**src/rtl/bp_cce_uc_sequencer_pkg.sv**
```systemverilog
// Shared configuration and state encoding for the CCE uncached-request sequencer.
package bp_cce_uc_sequencer_pkg;

  localparam int unsigned num_lce_gp      = 4;
  localparam int unsigned lce_id_width_gp = 2;
  localparam int unsigned paddr_width_gp  = 40;
  localparam int unsigned caddr_width_gp  = 32;
  localparam logic [paddr_width_gp-1:0] dram_base_addr_gp = 40'h00_8000_0000;

  typedef enum logic [2:0] {
    e_idle     = 3'd0,
    e_inv      = 3'd1,
    e_ack_wait = 3'd2,
    e_mem      = 3'd3,
    e_mem_wait = 3'd4,
    e_done     = 3'd5
  } bp_cce_uc_seq_state_e;

endpackage

```
**src/rtl/bp_cce_uc_sequencer_pma.sv**
```systemverilog
// Physical memory attribute check: global DRAM is the only cacheable region.
module bp_cce_pma
  import bp_cce_uc_sequencer_pkg::*;
#(
  parameter int unsigned               paddr_width_p    = paddr_width_gp,
  parameter int unsigned               caddr_width_p    = caddr_width_gp,
  parameter logic [paddr_width_p-1:0]  dram_base_addr_p = paddr_width_p'(dram_base_addr_gp)
) (
  input  logic [paddr_width_p-1:0] paddr_i,
  output logic                     cacheable_addr_o
);

  localparam logic [paddr_width_p-1:0] lp_dram_limit = paddr_width_p'(1) << caddr_width_p;

  assign cacheable_addr_o = (paddr_i >= dram_base_addr_p) && (paddr_i < lp_dram_limit);

endmodule

```
**src/rtl/bp_cce_uc_sequencer.sv**
```systemverilog
// Sequences one uncached LCE request: optional invalidate-all with ack collection,
// then a single memory command, then a one-cycle completion pulse.
module bp_cce_uc_sequencer
  import bp_cce_uc_sequencer_pkg::*;
#(
  parameter int unsigned              num_lce_p        = num_lce_gp,
  parameter int unsigned              lce_id_width_p   = lce_id_width_gp,
  parameter int unsigned              paddr_width_p    = paddr_width_gp,
  parameter int unsigned              caddr_width_p    = caddr_width_gp,
  parameter logic [paddr_width_p-1:0] dram_base_addr_p = paddr_width_p'(dram_base_addr_gp),
  localparam int unsigned             ack_cnt_width_lp = $clog2(num_lce_p + 1)
) (
  input  logic                      clk_i,
  input  logic                      reset_n_i,
  input  logic                      req_v_i,
  output logic                      req_ready_and_o,
  input  logic [paddr_width_p-1:0]  req_addr_i,
  input  logic                      req_wr_i,
  output logic                      inv_v_o,
  input  logic                      inv_ready_and_i,
  output logic [lce_id_width_p-1:0] inv_lce_o,
  output logic [paddr_width_p-1:0]  inv_addr_o,
  input  logic                      ack_v_i,
  output logic                      mem_v_o,
  input  logic                      mem_ready_and_i,
  output logic [paddr_width_p-1:0]  mem_addr_o,
  output logic                      mem_wr_o,
  input  logic                      mem_done_i,
  output logic                      done_v_o,
  output logic                      busy_o
);

  localparam logic [ack_cnt_width_lp-1:0] lp_ack_max  = ack_cnt_width_lp'(num_lce_p);
  localparam logic [lce_id_width_p-1:0]   lp_lce_last = lce_id_width_p'(num_lce_p - 1);

  bp_cce_uc_seq_state_e          r_state;
  logic [paddr_width_p-1:0]      r_addr;
  logic                          r_wr;
  logic [lce_id_width_p-1:0]     r_lce_cnt;
  logic [ack_cnt_width_lp-1:0]   r_ack_cnt;

  logic                          w_cacheable;
  logic                          w_ack_inc;
  logic [ack_cnt_width_lp-1:0]   w_ack_cnt_next;
  logic                          w_ack_full_next;

  bp_cce_pma #(
    .paddr_width_p   (paddr_width_p),
    .caddr_width_p   (caddr_width_p),
    .dram_base_addr_p(dram_base_addr_p)
  ) u_pma (
    .paddr_i         (req_addr_i),
    .cacheable_addr_o(w_cacheable)
  );

  // Ack count including any ack in the current cycle, saturating at num_lce_p.
  assign w_ack_inc       = ack_v_i && (r_ack_cnt != lp_ack_max);
  assign w_ack_cnt_next  = r_ack_cnt + ack_cnt_width_lp'(w_ack_inc);
  assign w_ack_full_next = (w_ack_cnt_next == lp_ack_max);

  always_ff @(posedge clk_i or negedge reset_n_i) begin
    if (!reset_n_i) begin
      r_state   <= e_idle;
      r_addr    <= '0;
      r_wr      <= 1'b0;
      r_lce_cnt <= '0;
      r_ack_cnt <= '0;
    end else begin
      case (r_state)
        e_idle: begin
          if (req_v_i) begin
            r_addr    <= req_addr_i;
            r_wr      <= req_wr_i;
            r_lce_cnt <= '0;
            r_ack_cnt <= '0;
            r_state   <= w_cacheable ? e_inv : e_mem;
          end
        end
        e_inv: begin
          r_ack_cnt <= w_ack_cnt_next;
          if (inv_ready_and_i) begin
            r_lce_cnt <= r_lce_cnt + lce_id_width_p'(1);
            if (r_lce_cnt == lp_lce_last) begin
              r_state <= w_ack_full_next ? e_mem : e_ack_wait;
            end
          end
        end
        e_ack_wait: begin
          r_ack_cnt <= w_ack_cnt_next;
          if (w_ack_full_next) begin
            r_state <= e_mem;
          end
        end
        e_mem: begin
          if (mem_ready_and_i) begin
            r_state <= e_mem_wait;
          end
        end
        e_mem_wait: begin
          if (mem_done_i) begin
            r_state <= e_done;
          end
        end
        e_done:  r_state <= e_idle;
        default: r_state <= e_idle;
      endcase
    end
  end

  // Outputs decode registered state only; ready is additionally gated by reset.
  assign req_ready_and_o = reset_n_i && (r_state == e_idle);
  assign inv_v_o         = (r_state == e_inv);
  assign inv_lce_o       = r_lce_cnt;
  assign inv_addr_o      = r_addr;
  assign mem_v_o         = (r_state == e_mem);
  assign mem_addr_o      = r_addr;
  assign mem_wr_o        = r_wr;
  assign done_v_o        = (r_state == e_done);
  assign busy_o          = (r_state != e_idle);

endmodule

```
**config.mk**
```make
export PLATFORM = sky130hd
export DESIGN_NAME = bp_cce_uc_sequencer
export DESIGN_NICKNAME = d
export VERILOG_FILES = /design/src/rtl/bp_cce_uc_sequencer_pkg.sv /design/src/rtl/bp_cce_uc_sequencer_pma.sv /design/src/rtl/bp_cce_uc_sequencer.sv
export SDC_FILE = /design/constraint.sdc
export NUM_CORES = 1
export LEC_CHECK = 0
export CAP_MARGIN = 20
export CORE_ASPECT_RATIO = 1.1
export CORE_MARGIN = 5
export CORE_UTILIZATION = 42
export DETAILED_ROUTE_END_ITERATION = 8
export PLACE_DENSITY = 0.83
export SYNTH_ARGS = -nofsm -noshare
export SYNTH_HDL_FRONTEND = slang
export SYNTH_SLANG_ARGS = --single-unit
export TNS_END_PERCENT = 100
```
**constraint.sdc**
```tcl
create_clock -name clk_i -period 3.6 [get_ports clk_i]
set_input_delay 0.72 -clock clk_i [delete_from_list [all_inputs] [get_ports clk_i]]
set_output_delay 0.72 -clock clk_i [all_outputs]
set_load 0.03 [all_outputs]
```
==> out/qor.csv, run 1 <==
metric,value,unit
Num CTS Buffers,5,
Critical Path Fanout Max,25,
maximum VDD drop,0.559,mV
ratio of cells with drive above 1 in the final layout,17.0,%
Critical Path Start Type,flop,
Synth Area per Inst,12.2,um^2
Critical Setup Path Class,reg -> out,
final clock period utilization by the worst path,80.4,%
switch share,46.7,%
pwr/cell area,1140,nW/um^2
CTS-repair resized insts,0,
antenna diode count,0,
Total Die Area,7560,um^2
Initial Util,43.1,%
count of TritonRoute iterations in the first routing pass,4,
Final nets,350,
count of placed standard cells including taps,369,
width of the chip,83.4,um
Max-Cap Viols,0,
CORE AREA,5770,um^2
pins over their slew limit,0,
Setup Buffers After CTS,0,
status,"complete, no violations",
Vias/cell,4.85,
Crit-path slowest cell,sky130_fd_sc_hd__clkdlybuf4s50_1,
Post-Syn Instances,204,
DRT iter0 DRCs,56,
port buffer count,135,
total wirelength of the detailed-routed design,5740,um
Final HPWL DP,4390,um
remaining global-route overflow,0,
number of nets produced by synthesis,255,
sinks on the clock net,49,
Final Hold Viols,0,
Max-slew headroom,51.0,%
post-layout minimum cycle time,2.90,ns
aggregate global-route resource usage,14.7,%
Static Leak,1.48,nW
share of power burned in combinational logic,65.4,%
worst clock skew,0.0151,ns
site row count,29,
internal power of the cells,2.22,mW
main flop type after synthesis,sky130_fd_sc_hd__dfrtp_1,
final weighted congestion of routability-driven global placement,0.755,
number of distinct library cells after synthesis,36,
Peak Freq,345,MHz
clock latency on the worst-skew pair,0.30,ns
proportion of power drawn by the clock network,7.5,%
number of top-level pins,136,
area share of the largest cell type after synthesis,49.3,%
worst stage delay on the critical path,0.67,ns
drt drc,0,
Fin Setup TNS,0,ns
maximum count of clock buffers along a single path,2,
HP Class,reg -> reg,
most frequent standard cell in the layout excluding fill and tap cells,sky130_fd_sc_hd__clkdlybuf4s50_1,
average wire per cell in the routed design,15.2,um
ANT nets after route,0,
top cells by area in the synthesized netlist,"sky130_fd_sc_hd__dfrtp_1 (49%), sky130_fd_sc_hd__mux2_2 (17%), sky130_fd_sc_hd__buf_4 (12%)",
total number of vias,1830,
count of flip-flops with a built-in enable after synthesis,0,
total number of H-tree levels,2,
clock transition at the register clock pins on the worst setup and hold paths after CTS,0.09,ns
data arrival time of the critical path,2.18,ns
Final Non-Filler Cells,377,
share of flip-flops with an asynchronous set or reset,100,%
worst endpoint required time,2.88,ns
Root Buffer Master,sky130_fd_sc_hd__clkbuf_8,
post-synthesis sequential area ratio,49.3,%
Post-Synthesis Cell Area,2490,um^2
net switching power,1.94,mW
count of synthesis-stage warnings from yosys,0,
RSZ-0062 raised after global routing,false,
vias in the first global route,1815,
vertical extent of the die,90.7,um
sequential cell fraction of total power,27.1,%
slew of the pin with the lowest slew margin,0.735,ns
endpoint type of the worst setup path,output pin,
total of flip-flops plus latches after synthesis,49,
post-synth top area cell,sky130_fd_sc_hd__dfrtp_1,
hold bufs inserted after CTS,0,
largest net degree at the start of global routing,50,
"leading cell types in the layout, fill and taps excluded","sky130_fd_sc_hd__clkdlybuf4s50_1 (134), sky130_fd_sc_hd__dfrtp_1 (49), sky130_fd_sc_hd__mux2_2 (38)",
final setup violation count,0,
CTS tree,yes,
global-route wire length before repair,9060,um
antenna violations before repair,0,
worst path cell trace,or3_1 > nor2_1 > clkdlybuf4s50_1,
area added between synthesis and finish,47.3,%
## state kept, by name, summed over array words and instances (netlist names)
name,cells
inv_addr_o,40
r_ack_cnt,3
r_state,3
inv_lce_o,2
mem_wr_o,1
## layer usage
metal	share of wire (%)	track usage, %	vias up
met4	0.59	3.27	0
li1	-	-	860
met3	7.6	4.65	4
met2	50	26.1	89
met1	41	17.2	877
met5	0	0	-
## final timing paths
path,start,to,slack (ns),cells after the start
min in group asynchronous,reset_n_i,inv_addr_o[11],0.52,2
min,mem_wr_o,mem_wr_o,0.51,1
max reg2reg,r_ack_cnt[0],r_state[0],1.69,7
max in group asynchronous,reset_n_i,r_state[1],2.63,2
min reg2reg,mem_wr_o,mem_wr_o,0.51,1
max,r_state[1],req_ready_and_o,0.70,3
## power by group through the flow
stage	Sequential [mW]	Clock [mW]	Combinational, mW
after global placement	1.12	0	2.71
final	1.13	0.312	2.72
after detailed placement	1.14	0	2.74
after global routing	1.18	0.356	2.84
after CTS	1.13	0.328	2.75
after floorplan	1.53	0	1.51
## critical path: cells and delay by family, from the launching register on
family                 cells  cell delay (ns)
buffers and inverters      1             0.67
AND/OR/NAND/NOR            2             0.56
flip-flops                 1             0.66
## per-stage QoR
step	hold WS (ns)	area (um^2)	power, mW	setup slack [ns]	util (%)
after floorplan	0.424	2490	3.04	1.26	-
after global placement	0.493	3580	3.83	1.04	62.0
after detailed placement	0.499	3580	3.88	1.02	62.0
after CTS	0.520	3660	4.21	0.691	63.5
after global routing	0.532	3660	4.37	0.602	63.5
final	0.513	3660	4.16	0.705	63.5
## cells in the mapped netlist, types with 2 or more instances
master	count
sky130_fd_sc_hd__mux2i_1	2
sky130_fd_sc_hd__a311oi_1	2
sky130_fd_sc_hd__inv_1	3
sky130_fd_sc_hd__nor4_1	2
sky130_fd_sc_hd__nand2_1	6
sky130_fd_sc_hd__buf_2	5
sky130_fd_sc_hd__ha_1	3
sky130_fd_sc_hd__o21ai_0	4
sky130_fd_sc_hd__nor3b_1	4
sky130_fd_sc_hd__nand2b_1	2
sky130_fd_sc_hd__nor3_1	2
sky130_fd_sc_hd__nor2_1	5
sky130_fd_sc_hd__a21o_1	2
sky130_fd_sc_hd__mux2_2	38
sky130_fd_sc_hd__a31oi_1	3
sky130_fd_sc_hd__dfrtp_1	49
sky130_fd_sc_hd__buf_6	4
sky130_fd_sc_hd__mux2_1	3
sky130_fd_sc_hd__a21oi_1	5
sky130_fd_sc_hd__nor2b_1	3
sky130_fd_sc_hd__buf_4	40
sky130_fd_sc_hd__nand3b_1	2
sky130_fd_sc_hd__and3_1	2
## logic make-up (layout without fill, tap and decap cells)
kind of cell	after synthesis	count (layout)	share of synthesized area, %
XOR/XNOR	1	1	0.352
adder cells (fa/ha/maj)	3	3	1.51
multiplexers	43	43	19.4
flip-flops	49	49	49.3
AND/OR/NAND/NOR	34	34	8.40
AO/OA/AOI/OAI	21	21	5.54
buffers and inverters	53	149	15.5
## area by class of cell
type | count | area [um^2]
clock buffers | 7 | 76.3
clock inverters | 1 | 7.51
fillers | 489 | 2110
inverters | 3 | 11.3
multi-input cells | 102 | 875
flip-flops and latches | 49 | 1230
well taps | 77 | 96.3
repair buffers | 138 | 1370
Note: power is estimated with default switching activity, not from simulation.
==> run 2: changes to the inputs <==
- CORE_UTILIZATION: 42 -> 39
- PLACE_DENSITY: 0.83 -> 0.78
- clock period: 3.6 -> 3 ns (I/O delays scaled with it)
==> run 2 against run 1 <==
  * Clock power rose by 38%
  * Critical path depth did not move
  * Critical endpoint unchanged
  * Sequential share of layout area fell by 0.43 points
  * Largest cell class unchanged
  * Largest power group unchanged
==> out/qor.csv, run 2 (synthesis results as in run 1) <==
metric,value,unit
status,"complete, no violations",
maximum VDD drop,0.695,mV
drt drc,0,
count of TritonRoute iterations in the first routing pass,4,
Critical Path Start Type,flop,
Static Leak,1.51,nW
number of top-level pins,136,
area added between synthesis and finish,49.2,%
post-layout minimum cycle time,2.60,ns
site row count,30,
width of the chip,86.1,um
final clock period utilization by the worst path,86.7,%
Root Buffer Master,sky130_fd_sc_hd__clkbuf_8,
antenna violations before repair,0,
data arrival time of the critical path,2.00,ns
antenna diode count,0,
post-layout utilization of the core,59.9,%
hold bufs inserted after CTS,0,
number of flip-flops under the largest register name,40,
Placement Cell Area,3600,um^2
average wire per cell in the routed design,15.1,um
pwr/cell area,1370,nW/um^2
CTS tree,yes,
total wirelength of the detailed-routed design,5790,um
Critical Path Fanout Max,13,
Fin Setup TNS,0,ns
clock latency on the worst-skew pair,0.29,ns
pins over their slew limit,0,
length in cells of the worst reg-to-reg path,7,
Initial Util,40.1,%
ANT nets after route,0,
Num CTS Buffers,5,
worst endpoint required time,2.40,ns
R2R setup slack,1.09,ns
final weighted congestion of routability-driven global placement,0.789,
"leading cell types in the layout, fill and taps excluded","sky130_fd_sc_hd__clkdlybuf4s50_1 (134), sky130_fd_sc_hd__dfrtp_1 (49), sky130_fd_sc_hd__mux2_2 (38)",
Max-Cap Viols,0,
maximum count of clock buffers along a single path,2,
CORE AREA,6190,um^2
vias in the first global route,1891,
Vias/cell,4.83,
port buffer count,135,
vertical extent of the die,93.7,um
endpoint type of the worst setup path,output pin,
worst flop-to-flop path startpoint,r_ack_cnt[0],
hold_ws,0.403,ns
total power,5.09,mW
Max-slew headroom,59.2,%
FILL cells,519,
HP Class,in -> async,
Reg2Reg Capture Point,r_state[0],
sinks on the clock net,49,
global-route wire length before repair,9250,um
Final Hold Viols,0,
total number of H-tree levels,2,
aggregate global-route resource usage,14.3,%
clock transition at the register clock pins on the worst setup and hold paths after CTS,0.09,ns
Setup Buffers After CTS,0,
largest net degree at the start of global routing,50,
Critical Setup Path Class,reg -> out,
RSZ-0062 raised after global routing,false,
total number of vias,1848,
worst clock skew,0.00599,ns
most frequent standard cell in the layout excluding fill and tap cells,sky130_fd_sc_hd__clkdlybuf4s50_1,
slew of the pin with the lowest slew margin,0.612,ns
Final HPWL DP,4440,um
remaining global-route overflow,0,
Final nets,353,
final setup violation count,0,
ratio of cells with drive above 1 in the final layout,18.5,%
Peak Freq,384,MHz
Total Die Area,8070,um^2
DRT iter0 DRCs,65,
final design area excluding fillers,3710,um^2
CTS-repair resized insts,0,
-- run 2: changes by cell type in the layout (fill, tap and decap cells not counted), sizes merged --
cell,before,now
buf,4,7
clkinvlp,1,0
inv,3,4
-- run 2: worst max-delay path by stage --
stage,start,to,slack [ns],cells past startpoint
floorplan,r_state[1],req_ready_and_o,0.78,4
global placement,req_v_i,inv_addr_o[36],0.66,5
detailed placement,ack_v_i,r_state[0],0.59,7
CTS,r_state[2],req_ready_and_o,0.39,3
global route,r_state[2],req_ready_and_o,0.32,3
finish,r_state[2],req_ready_and_o,0.40,3
-- run 2: through the flow --
step | instances | setup WS (ns)
after floorplan | 204 | 0.782
after global placement | 375 | 0.656
after detailed placement | 375 | 0.588
after CTS | 383 | 0.393
after global routing | 383 | 0.316
final | 383 | 0.398
-- run 2: layout make-up --
cell class | count | area [um^2] | area share [%]
well taps | 80 | 100 | 2.70
inverters | 3 | 11.3 | 0.304
clock buffers | 7 | 96.3 | 2.60
repair buffers | 141 | 1390 | 37.5
flip-flops and latches | 49 | 1230 | 33.1
multi-input cells | 102 | 875 | 23.6
clock inverters | 1 | 8.76 | 0.236
-- run 2: routing by layer --
layer	global-route usage [%]	wire length, um	vias to the layer above
met5	0	0	-
met4	3.56	61	0
met3	5.79	523	8
met2	23.6	2870	83
met1	17.2	2340	894
li1	-	-	863
-- run 2: worst max-delay path: stages (launching register included) --
cell                              delay, ns
sky130_fd_sc_hd__dfrtp_1               0.53
sky130_fd_sc_hd__or3_1                 0.41
sky130_fd_sc_hd__nor2_1                0.10
sky130_fd_sc_hd__clkdlybuf4s50_1       0.67
-- run 2: power breakdown --
part,leakage [nW],internal [mW],switching [mW]
Sequential,0.586,1.00,0.288
Combinational,0.874,1.52,1.85
Clock,0.0549,0.213,0.217
